### src/rtl/bcd_scan_pkg.sv
// Shared types and constants for the BCD scan driver.
//   state_t          : conversion FSM states
//   ONES..SIGN       : digit scan index values (bit position in an_n_o)
//   ITER_COUNT/CNT_W : double-dabble iteration count and its counter width
//   REFRESH_DIV_DEFAULT : clocks per digit slot
//   add3             : double-dabble nibble correction
package bcd_scan_pkg;

  typedef enum logic [1:0] {
    IDLE   = 2'd0,
    SHIFT  = 2'd1,
    COMMIT = 2'd2
  } state_t;

  localparam logic [1:0] ONES     = 2'd0;
  localparam logic [1:0] TENS     = 2'd1;
  localparam logic [1:0] HUNDREDS = 2'd2;
  localparam logic [1:0] SIGN     = 2'd3;

  localparam int unsigned ITER_COUNT = 8;
  localparam int unsigned CNT_W      = 4;
  localparam int unsigned BCD_W      = 12;
  localparam int unsigned VAL_W      = 8;

  localparam int unsigned REFRESH_DIV_DEFAULT = 50000;

  // Pre-shift correction so a nibble >= 5 carries correctly after doubling.
  function automatic logic [3:0] add3(input logic [3:0] d);
    return (d >= 4'd5) ? 4'(d + 4'd3) : d;
  endfunction

endpackage

### src/rtl/bcd_dd_core.sv
// Iterative double-dabble datapath: 8-bit binary magnitude -> 12-bit BCD.
// Ports:
//   clk, rst_n : clock, async active-low reset
//   start_i    : load mag_i, clear accumulator and iteration counter
//   step_i     : perform one add-3/shift iteration
//   mag_i      : unsigned magnitude to convert
//   bcd_o      : BCD accumulator {hundreds, tens, ones}
//   done_c     : combinational, high on the step that completes the 8th iteration
module bcd_dd_core
  import bcd_scan_pkg::*;
(
  input  logic               clk,
  input  logic               rst_n,
  input  logic               start_i,
  input  logic               step_i,
  input  logic [VAL_W-1:0]   mag_i,
  output logic [BCD_W-1:0]   bcd_o,
  output logic               done_c
);

  logic [BCD_W-1:0] bcd_q, bcd_d, adj;
  logic [VAL_W-1:0] mag_q, mag_d;
  logic [CNT_W-1:0] cnt_q, cnt_d;

  // One iteration: correct every nibble, then shift {bcd, mag} left.
  always_comb begin
    bcd_d  = bcd_q;
    mag_d  = mag_q;
    cnt_d  = cnt_q;
    done_c = 1'b0;
    adj    = {add3(bcd_q[11:8]), add3(bcd_q[7:4]), add3(bcd_q[3:0])};
    if (start_i) begin
      bcd_d = '0;
      mag_d = mag_i;
      cnt_d = '0;
    end else if (step_i) begin
      bcd_d  = {adj[BCD_W-2:0], mag_q[VAL_W-1]};
      mag_d  = {mag_q[VAL_W-2:0], 1'b0};
      cnt_d  = CNT_W'(cnt_q + CNT_W'(1));
      done_c = (cnt_q == CNT_W'(ITER_COUNT - 1));
    end
  end

  always_ff @(posedge clk or negedge rst_n) begin
    if (!rst_n) begin
      bcd_q <= '0;
      mag_q <= '0;
      cnt_q <= '0;
    end else begin
      bcd_q <= bcd_d;
      mag_q <= mag_d;
      cnt_q <= cnt_d;
    end
  end

  assign bcd_o = bcd_q;

endmodule

### src/rtl/bcd_scan_driver.sv
// Converts an 8-bit (optionally signed) result to decimal and time-multiplexes
// sign/hundreds/tens/ones onto a 4-digit display with leading-zero blanking.
// Ports:
//   clk, rst_n       : clock, async active-low reset
//   load_i           : capture value_i/signed_i and start conversion (ignored while busy)
//   value_i, signed_i: value to show; signed_i=1 treats value_i as two's complement
//   busy_o           : conversion in progress
//   nibble_o         : BCD digit of the active position
//   an_n_o           : active-low digit enables, bit0 = ones .. bit3 = sign
//   minus_o, blank_o : active digit shows "-" / is dark
//   lamp_test_i      : only when LAMP_TEST_EN is defined; forces all segments on
module bcd_scan_driver
  import bcd_scan_pkg::*;
#(
  parameter int unsigned REFRESH_DIV = REFRESH_DIV_DEFAULT
) (
  input  logic             clk,
  input  logic             rst_n,
  input  logic             load_i,
  input  logic [VAL_W-1:0] value_i,
  input  logic             signed_i,
`ifdef LAMP_TEST_EN
  input  logic             lamp_test_i,
`endif
  output logic             busy_o,
  output logic [3:0]       nibble_o,
  output logic [3:0]       an_n_o,
  output logic             minus_o,
  output logic             blank_o
);

  localparam int unsigned PRESC_W = (REFRESH_DIV > 1) ? $clog2(REFRESH_DIV) : 1;

  state_t           state_q, state_d;
  logic             busy_q, busy_d;
  logic             neg_pend_q, neg_pend_d;
  logic [BCD_W-1:0] disp_bcd_q, disp_bcd_d;
  logic             disp_neg_q, disp_neg_d;
  logic [PRESC_W-1:0] presc_q, presc_d;
  logic [1:0]       idx_q, idx_d;
  logic [3:0]       nibble_q, nibble_d;
  logic [3:0]       an_n_q, an_n_d;
  logic             minus_q, minus_d;
  logic             blank_q, blank_d;

  logic             start_c, step_c, done_c, neg_c, tick_c;
  logic [VAL_W-1:0] mag_c;
  logic [BCD_W-1:0] core_bcd;
  logic [3:0]       hund, tens, ones;

  // Magnitude as 8-bit unsigned; -128 wraps to 128 which is what we want.
  assign neg_c = signed_i & value_i[VAL_W-1];
  assign mag_c = neg_c ? VAL_W'(~value_i + VAL_W'(1)) : value_i;

  bcd_dd_core u_core (
    .clk     (clk),
    .rst_n   (rst_n),
    .start_i (start_c),
    .step_i  (step_c),
    .mag_i   (mag_c),
    .bcd_o   (core_bcd),
    .done_c  (done_c)
  );

  // Conversion control: next state, core strobes and display commit.
  always_comb begin
    state_d    = state_q;
    neg_pend_d = neg_pend_q;
    disp_bcd_d = disp_bcd_q;
    disp_neg_d = disp_neg_q;
    start_c    = 1'b0;
    step_c     = 1'b0;
    case (state_q)
      IDLE: begin
        if (load_i) begin
          start_c    = 1'b1;
          neg_pend_d = neg_c;
          state_d    = SHIFT;
        end
      end
      SHIFT: begin
        step_c = 1'b1;
        if (done_c) state_d = COMMIT;
      end
      COMMIT: begin
        disp_bcd_d = core_bcd;
        disp_neg_d = neg_pend_q;
        state_d    = IDLE;
      end
      default: state_d = IDLE;
    endcase
    busy_d = (state_d != IDLE);
  end

  always_ff @(posedge clk or negedge rst_n) begin
    if (!rst_n) begin
      state_q    <= IDLE;
      busy_q     <= 1'b0;
      neg_pend_q <= 1'b0;
      disp_bcd_q <= '0;
      disp_neg_q <= 1'b0;
    end else begin
      state_q    <= state_d;
      busy_q     <= busy_d;
      neg_pend_q <= neg_pend_d;
      disp_bcd_q <= disp_bcd_d;
      disp_neg_q <= disp_neg_d;
    end
  end

  // Free-running slot prescaler and digit index.
  always_comb begin
    tick_c  = (presc_q == PRESC_W'(REFRESH_DIV - 1));
    presc_d = tick_c ? '0 : PRESC_W'(presc_q + PRESC_W'(1));
    idx_d   = tick_c ? 2'(idx_q + 2'd1) : idx_q;
  end

  assign hund = disp_bcd_q[11:8];
  assign tens = disp_bcd_q[7:4];
  assign ones = disp_bcd_q[3:0];

  // Output decode with leading-zero blanking; defaults describe a dark digit.
  always_comb begin
    nibble_d = 4'd0;
    an_n_d   = 4'b1111;
    minus_d  = 1'b0;
    blank_d  = 1'b1;
    case (idx_q)
      ONES: begin
        nibble_d = ones;
        an_n_d   = 4'b1110;
        blank_d  = 1'b0;
      end
      TENS: begin
        if ((hund != 4'd0) || (tens != 4'd0)) begin
          nibble_d = tens;
          an_n_d   = 4'b1101;
          blank_d  = 1'b0;
        end
      end
      HUNDREDS: begin
        if (hund != 4'd0) begin
          nibble_d = hund;
          an_n_d   = 4'b1011;
          blank_d  = 1'b0;
        end
      end
      SIGN: begin
        if (disp_neg_q) begin
          minus_d = 1'b1;
          an_n_d  = 4'b0111;
          blank_d = 1'b0;
        end
      end
      default: ;
    endcase
`ifdef LAMP_TEST_EN
    if (lamp_test_i) begin
      nibble_d = 4'd8;
      an_n_d   = 4'b0000;
      minus_d  = 1'b0;
      blank_d  = 1'b0;
    end
`endif
  end

  always_ff @(posedge clk or negedge rst_n) begin
    if (!rst_n) begin
      presc_q  <= '0;
      idx_q    <= ONES;
      nibble_q <= 4'd0;
      an_n_q   <= 4'b1111;
      minus_q  <= 1'b0;
      blank_q  <= 1'b1;
    end else begin
      presc_q  <= presc_d;
      idx_q    <= idx_d;
      nibble_q <= nibble_d;
      an_n_q   <= an_n_d;
      minus_q  <= minus_d;
      blank_q  <= blank_d;
    end
  end

  assign busy_o   = busy_q;
  assign nibble_o = nibble_q;
  assign an_n_o   = an_n_q;
  assign minus_o  = minus_q;
  assign blank_o  = blank_q;

endmodule

### config.mk
export PLATFORM = sky130hd
export DESIGN_NAME = bcd_scan_driver
export DESIGN_NICKNAME = d
export VERILOG_FILES = /design/src/rtl/bcd_scan_pkg.sv /design/src/rtl/bcd_dd_core.sv /design/src/rtl/bcd_scan_driver.sv
export SDC_FILE = /design/constraint.sdc
export NUM_CORES = 1
export LEC_CHECK = 0
export ABC_AREA = 1
export BUFFER_PORTS_ARGS = -buffer_cell sky130_fd_sc_hd__buf_2
export CAP_MARGIN = 30
export CELL_PAD_IN_SITES_DETAIL_PLACEMENT = 0
export CELL_PAD_IN_SITES_GLOBAL_PLACEMENT = 1
export CORE_MARGIN = 2
export CORE_UTILIZATION = 49
export DETAILED_ROUTE_END_ITERATION = 12
export PLACE_DENSITY_LB_ADDON = 0.1
export SLEW_MARGIN = 20
export SYNTH_ARGS = -nofsm -noshare
export SYNTH_HDL_FRONTEND = slang
export SYNTH_SLANG_ARGS = --single-unit
### constraint.sdc
create_clock -name clk -period 2.5 [get_ports clk]
set_input_delay 0.5 -clock clk [delete_from_list [all_inputs] [get_ports clk]]
set_output_delay 0.5 -clock clk [all_outputs]
set_load 0.05 [all_outputs]
==> run summary, run 1 <==
status - finished, final reports clean
I/O pin total - 23
syn avg cell area - 8.24 um2
required time worst endpoint - 2750 ps
Gate power share - 0.350
EDFF count, synth - 0
setup ws final - 819 ps
Remaining DRCs - 0
R2R Setup Slk - 820 ps
Fillers - 662
endpoints failing hold - 0
placed cell count - 552
Mapped Area - 3580 um2
CTS Buf Count - 9
Mapped Nets - 462
first-pass GRT wire length - 11700 um
Clock Skews - 10.5 ps
P_sw - 1.64 mW
routability cong. - 0.826
Min Hold Slack - 140 ps
total power - 4.40 mW
vias in the first global route - 2563
largest family of logic cells by synthesized area - simple AND/OR/NAND/NOR gates
die area - 8020 um2
Clk network pwr share - 0.269
mux cell area share after synthesis - 0.00314
WL met3 - 163 um
largest net degree at the start of global routing - 47
Clock Sinks - 69
Final ANT Viol Nets - 0
ys async rst share - 1.00
cell-internal power - 2.76 mW
worst setup path category - flip-flop to flip-flop
r2r worst-path depth - 6
drt wl/cell - 12.1 um
CTS tree - yes
Hold Buf Count CTS - 0
Synth Instances - 435
reg-to-reg endpoint - u_core.bcd_o[5]
Root Driver - clkbuf_8
FF-to-FF Start - state_q[1]
Worst Setup Start Kind - flip-flop
total negative slack - 0 ps
post-synthesis simple-gate area fraction - 0.254
wire length on met2 - 3210 um
Finish-stage setup viols - 0
vias per inst - 4.86
Yosys warning total - 0
max-cap check violation count - 0
critical path capture point type - flip-flop
clk slew on worst S/H paths - 80 ps
num rows - 31
n_diodes - 0
Final min period - 1680 ps
DR top layer - met4
Post-CTS Setup Repair Bufs - 0
final worst-path cycle share - 0.672
Yosys cell types - 37
H-tree depth - 3
drt first pass iters - 4
most frequent cells in the layout - nand2_1 (119), dfrtp_1 (64), inv_1 (58), nor2_1 (44), o21ai_0 (34)
Initial Util - 0.500
Final Slew Violations - 0
Flop pwr share - 0.381
worst endpoint data arrival time - 1930 ps
Metal-1 WL - 3450 um
fmax - 595 MHz
insertion delay to the later sink of the worst-skew pair - 330 ps
Core Box Area - 7180 um2
via total after detailed routing - 2761
flop and latch count out of synthesis - 69
Switching Share - 0.373
Routed WL - 6890 um
Iteration-0 DRC Markers - 151
Leakage - 2.10 nW
RSZ-0062 raised after global routing - false
hpwl dp - 5030 um
post-CTS sizing - 0
XOR/XNOR Fraction of Synth Area - 0.0318
die span in y - 89.5 um
All-Layer GR Usage - 0.189
critical path peak fanout - 16
Synth-to-Final Area Change - 13.7%
maximum vdd drop - 573 uV
worst hold path class - input pin to asynchronous set/reset pin
pre-CTS setup slack - 854 ps
layout cells sized above 1 - 0.149
IO Port Bufs - 22
Post-Synth Adder-Cell Area - 0.0524
relative slew slack - 0.624
width of the die - 89.5 um
clock tree buffer depth - 2
initial antenna violation count - 0
Post-Layout Cell Count - 568
PwrDens - 1080 nW/um2
Synth Flop Type - dfrtp_1
gr ovfl total - 0
most common cell after layout, fill and taps aside - nand2_1
nets - 491
sequential area share after synthesis - 0.483
Worst-Margin Slew - 563 ps
post-synthesis compound-gate area fraction - 0.0953
==> registers in the layout, indices dropped and copies added (netlist names) <==
name          count
an_n_o            4
disp_bcd_q       12
u_core.cnt_q      4
idx_q             2
u_core.bcd_o     12
state_q           2
presc_q          16
neg_pend_q        1
disp_neg_q        1
busy_o            1
u_core.mag_q      8
blank_o           1
minus_o           1
nibble_o          4
==> worst max-delay path, stage by stage (launching register included) <==
cell	delay, ps
dfrtp_1	380
inv_2	50
nand2_1	350
inv_2	260
nor2_8	230
inv_4	130
o21ai_0	180
==> how the worst max path moves through the flow <==
stage | startpoint | endpoint | slack [ps]
3_3_place_gp | state_q[1] | u_core.bcd_o[11] | 880
5_1_grt | state_q[1] | u_core.bcd_o[1] | 640
2_1_floorplan | presc_q[0] | idx_q[0] | 1150
3_5_place_dp | state_q[1] | u_core.bcd_o[5] | 850
6_report | state_q[1] | u_core.bcd_o[5] | 820
4_1_cts | state_q[1] | u_core.bcd_o[5] | 830
==> Yosys cell counts, types with 5 or more instances <==
| master | n | share of area |
|---|---|---|
| nand2_1 | 119 | 0.12 |
| dfrtp_1 | 64 | 0.45 |
| inv_1 | 58 | 0.061 |
| nor2_1 | 44 | 0.046 |
| o21ai_0 | 34 | 0.047 |
| nand3_1 | 32 | 0.045 |
| ha_1 | 15 | 0.052 |
| xor2_1 | 12 | 0.029 |
| a21oi_1 | 5 | 0.0070 |
| dfstp_2 | 5 | 0.037 |
| inv_2 | 5 | 0.0052 |
| nor3_1 | 5 | 0.0070 |
==> routing by layer <==
metal,up-vias,global-route usage
met5,-,0
met4,0,0.0529
met3,7,0.0314
met2,31,0.305
met1,1294,0.262
li1,1429,-
==> power groups by stage <==
stage | registers, mW | clock network, mW | logic (mW)
6_report | 1.68 | 1.18 | 1.54
5_1_grt | 1.71 | 1.27 | 1.77
3_5_place_dp | 1.69 | 0 | 1.54
2_1_floorplan | 1.75 | 0 | 1.14
3_3_place_gp | 1.69 | 0 | 1.52
4_1_cts | 1.68 | 1.22 | 1.56
==> cell type report <==
cell class / instances / area (um2) / share of cell area
clock buffer: 10 / 128 / 0.0313
sequential: 69 / 1730 / 0.425
timing repair buffer: 24 / 138 / 0.0338
clock inverter: 6 / 135 / 0.0332
tap: 99 / 124 / 0.0304
inverter: 65 / 251 / 0.0617
multi-input combinational: 295 / 1570 / 0.384
==> logic make-up (layout without fill, tap and decap cells) <==
kind of cell | Yosys count | in the layout
AO/OA/AOI/OAI | 53 | 53
XOR/XNOR | 13 | 13
adder cells (fa/ha/maj) | 15 | 15
buffers and inverters | 71 | 105
flip-flops | 69 | 69
multiplexers | 1 | 1
AND/OR/NAND/NOR | 213 | 213
==> per-stage QoR <==
step | area, um2 | utilization
after floorplan | 3580 | -
after detailed placement | 3810 | 0.531
after CTS | 4080 | 0.568
after global routing | 4080 | 0.568
final | 4080 | 0.568
after global placement | 3810 | 0.531
Note: power is estimated with default switching activity, not from simulation.
==> run 2: changes to the inputs <==
Settings changed: CORE_UTILIZATION 49 to 46.
Clock period 2.5 ns to 1.7 ns, I/O delays scaled along.
==> run 2 against run 1 <==
  * Routed wire length is 2.2% lower
  * Critical path depth rose by 1
  * Die area is 6.2% higher
  * Clock-buffer cell count unchanged
  * Via count is 0.91% lower
  * Largest cell class unchanged
==> run summary, run 2 (synthesis results as in run 1) <==
status - finished, final reports clean
drt first pass iters - 4 (unchanged)
Crit. path cell count - 7 (+1)
vias per inst - 4.77 (-1.9%)
Post-DP Area - 3840 um2 (+0.69%)
Worst Setup Start Kind - flip-flop
Min Hold Slack - 7.54 ps (-133 ps)
final worst-path cycle share - 0.860 (+0.187)
Worst-Margin Slew - 354 ps (-209 ps)
layout cells sized above 1 - 0.155 (+0.00541)
worst hold path class - input pin to asynchronous set/reset pin
clk slew on worst S/H paths - 70 ps (about the same)
placed cell count - 558 (+1.1%)
drt wl/cell - 11.7 um (-3.2%)
Remaining DRCs - 0 (unchanged)
nets - 494 (+0.61%)
max incr delay on CP - 390 ps (about the same)
crit-path most repeated cell - nor2_4
fmax - 684 MHz (+15%)
Hold Buf Count CTS - 0 (unchanged)
routability cong. - 0.795 (-3.7%)
vias in the first global route - 2669 (+4.1%)
RSZ-0062 raised after global routing - false
via total after detailed routing - 2736 (-0.91%)
Final Slew Violations - 0 (unchanged)
H-tree depth - 3 (unchanged)
hpwl dp - 4870 um (-3.1%)
total negative slack - 0 ps (unchanged)
worst setup path category - flip-flop to flip-flop
num rows - 32 (+3.2%)
IO Port Bufs - 22 (unchanged)
Final min period - 1460 ps (-219 ps)
Routed WL - 6740 um (-2.2%)
worst endpoint data arrival time - 1680 ps (-250 ps)
Final Util - 0.533 (-0.0347)
Post-CTS Setup Repair Bufs - 0 (unchanged)
clock tree buffer depth - 2 (unchanged)
CP bufs+invs - 1 (-2)
die area - 8510 um2 (+6.2%)
Root Driver - clkbuf_8
insertion delay to the later sink of the worst-skew pair - 340 ps (about the same)
post-CTS sizing - 0 (unchanged)
Clock Skews - 7.43 ps (-3.08 ps)
PwrDens - 1550 nW/um2 (+43%)
critical path peak fanout - 7 (-9)
endpoints failing hold - 0 (unchanged)
most common cell after layout, fill and taps aside - nand2_1
maximum vdd drop - 985 uV (+72%)
largest net degree at the start of global routing - 70 (+49%)
critical path capture point type - flip-flop
die span in y - 92.3 um (+3.1%)
width of the die - 92.3 um (+3.1%)
Post-Layout Cell Count - 574 (+1.1%)
gr ovfl total - 0 (unchanged)
Leakage - 2.11 nW (+0.37%)
r2r worst-path depth - 7 (+1)
max FFs per register - 16 (unchanged)
CTS tree - yes
I/O pin total - 23 (unchanged)
All-Layer GR Usage - 0.182 (-0.00681)
max-cap check violation count - 0 (unchanged)
most flop-heavy register - presc_q
CTS Buf Count - 9 (unchanged)
Clock Sinks - 69 (unchanged)
first-pass GRT wire length - 12100 um (+3.5%)
initial antenna violation count - 0 (unchanged)
relative slew slack - 0.764 (+0.140)
final instance area - 4080 um2 (about the same)
cell at the slowest stage of the critical path - dfrtp_1
Final ANT Viol Nets - 0 (unchanged)
n_diodes - 0 (unchanged)
required time worst endpoint - 1920 ps (-830 ps)
CP top delay family - simple AND/OR/NAND/NOR gates
Finish-stage setup viols - 0 (unchanged)
most frequent cells in the layout - nand2_1 (119), dfrtp_1 (64), inv_1 (58), nor2_1 (44), o21ai_0 (34)
Synth-to-Final Area Change - 13.8% (about the same)
Iteration-0 DRC Markers - 99 (-34%)
Initial Util - 0.469 (-0.0308)
Core Box Area - 7650 um2 (+6.6%)
CP Cell Sequence - ha_1 -> nand2_2 -> nor2_4 -> inv_2 -> nor2_4 -> nand2_4 -> xor2_1
==> run 2: cell type report <==
type | instances | area [um2]
clock buffer | 10 | 128
clock inverter | 6 | 111
fill | 745 | 3570
inverter | 65 | 251
multi-input combinational | 295 | 1570
sequential | 69 | 1730
tap | 102 | 128
timing repair buffer | 27 | 160
==> run 2: worst paths after layout <==
| check | start | end | slack (ps) |
|---|---|---|---|
| setup / recovery | presc_q[0] | idx_q[0] | 240 |
| hold / removal | rst_n | nibble_o[3] | 8 |
| setup reg to reg | presc_q[0] | idx_q[0] | 240 |
| hold reg to reg | u_core.cnt_q[3] | state_q[1] | 460 |
| max in group asynchronous | rst_n | an_n_o[2] | 1390 |
| min in group clk | value_i[7] | u_core.mag_q[7] | 280 |
==> run 2: through the flow <==
stage	total power, mW	setup WS [ps]
2_1_floorplan	4.25	348
3_3_place_gp	4.76	266
3_5_place_dp	4.79	238
4_1_cts	6.41	229
5_1_grt	6.88	105
6_report	6.32	238
==> run 2: power breakdown <==
group	total [mW]	leakage, nW	internal, mW	switching (mW)
Sequential	2.44	0.862	2.14	0.293
Combinational	2.30	1.13	0.834	1.47
Clock	1.58	0.116	0.974	0.605
==> run 2: per-layer routing <==
metal	wire length [um]	up-vias	global-route usage
li1	-	1435	-
met1	3300	1268	0.237
met5	0	-	0
met2	3200	26	0.292
met3	157	7	0.0452
met4	91	0	0.0721
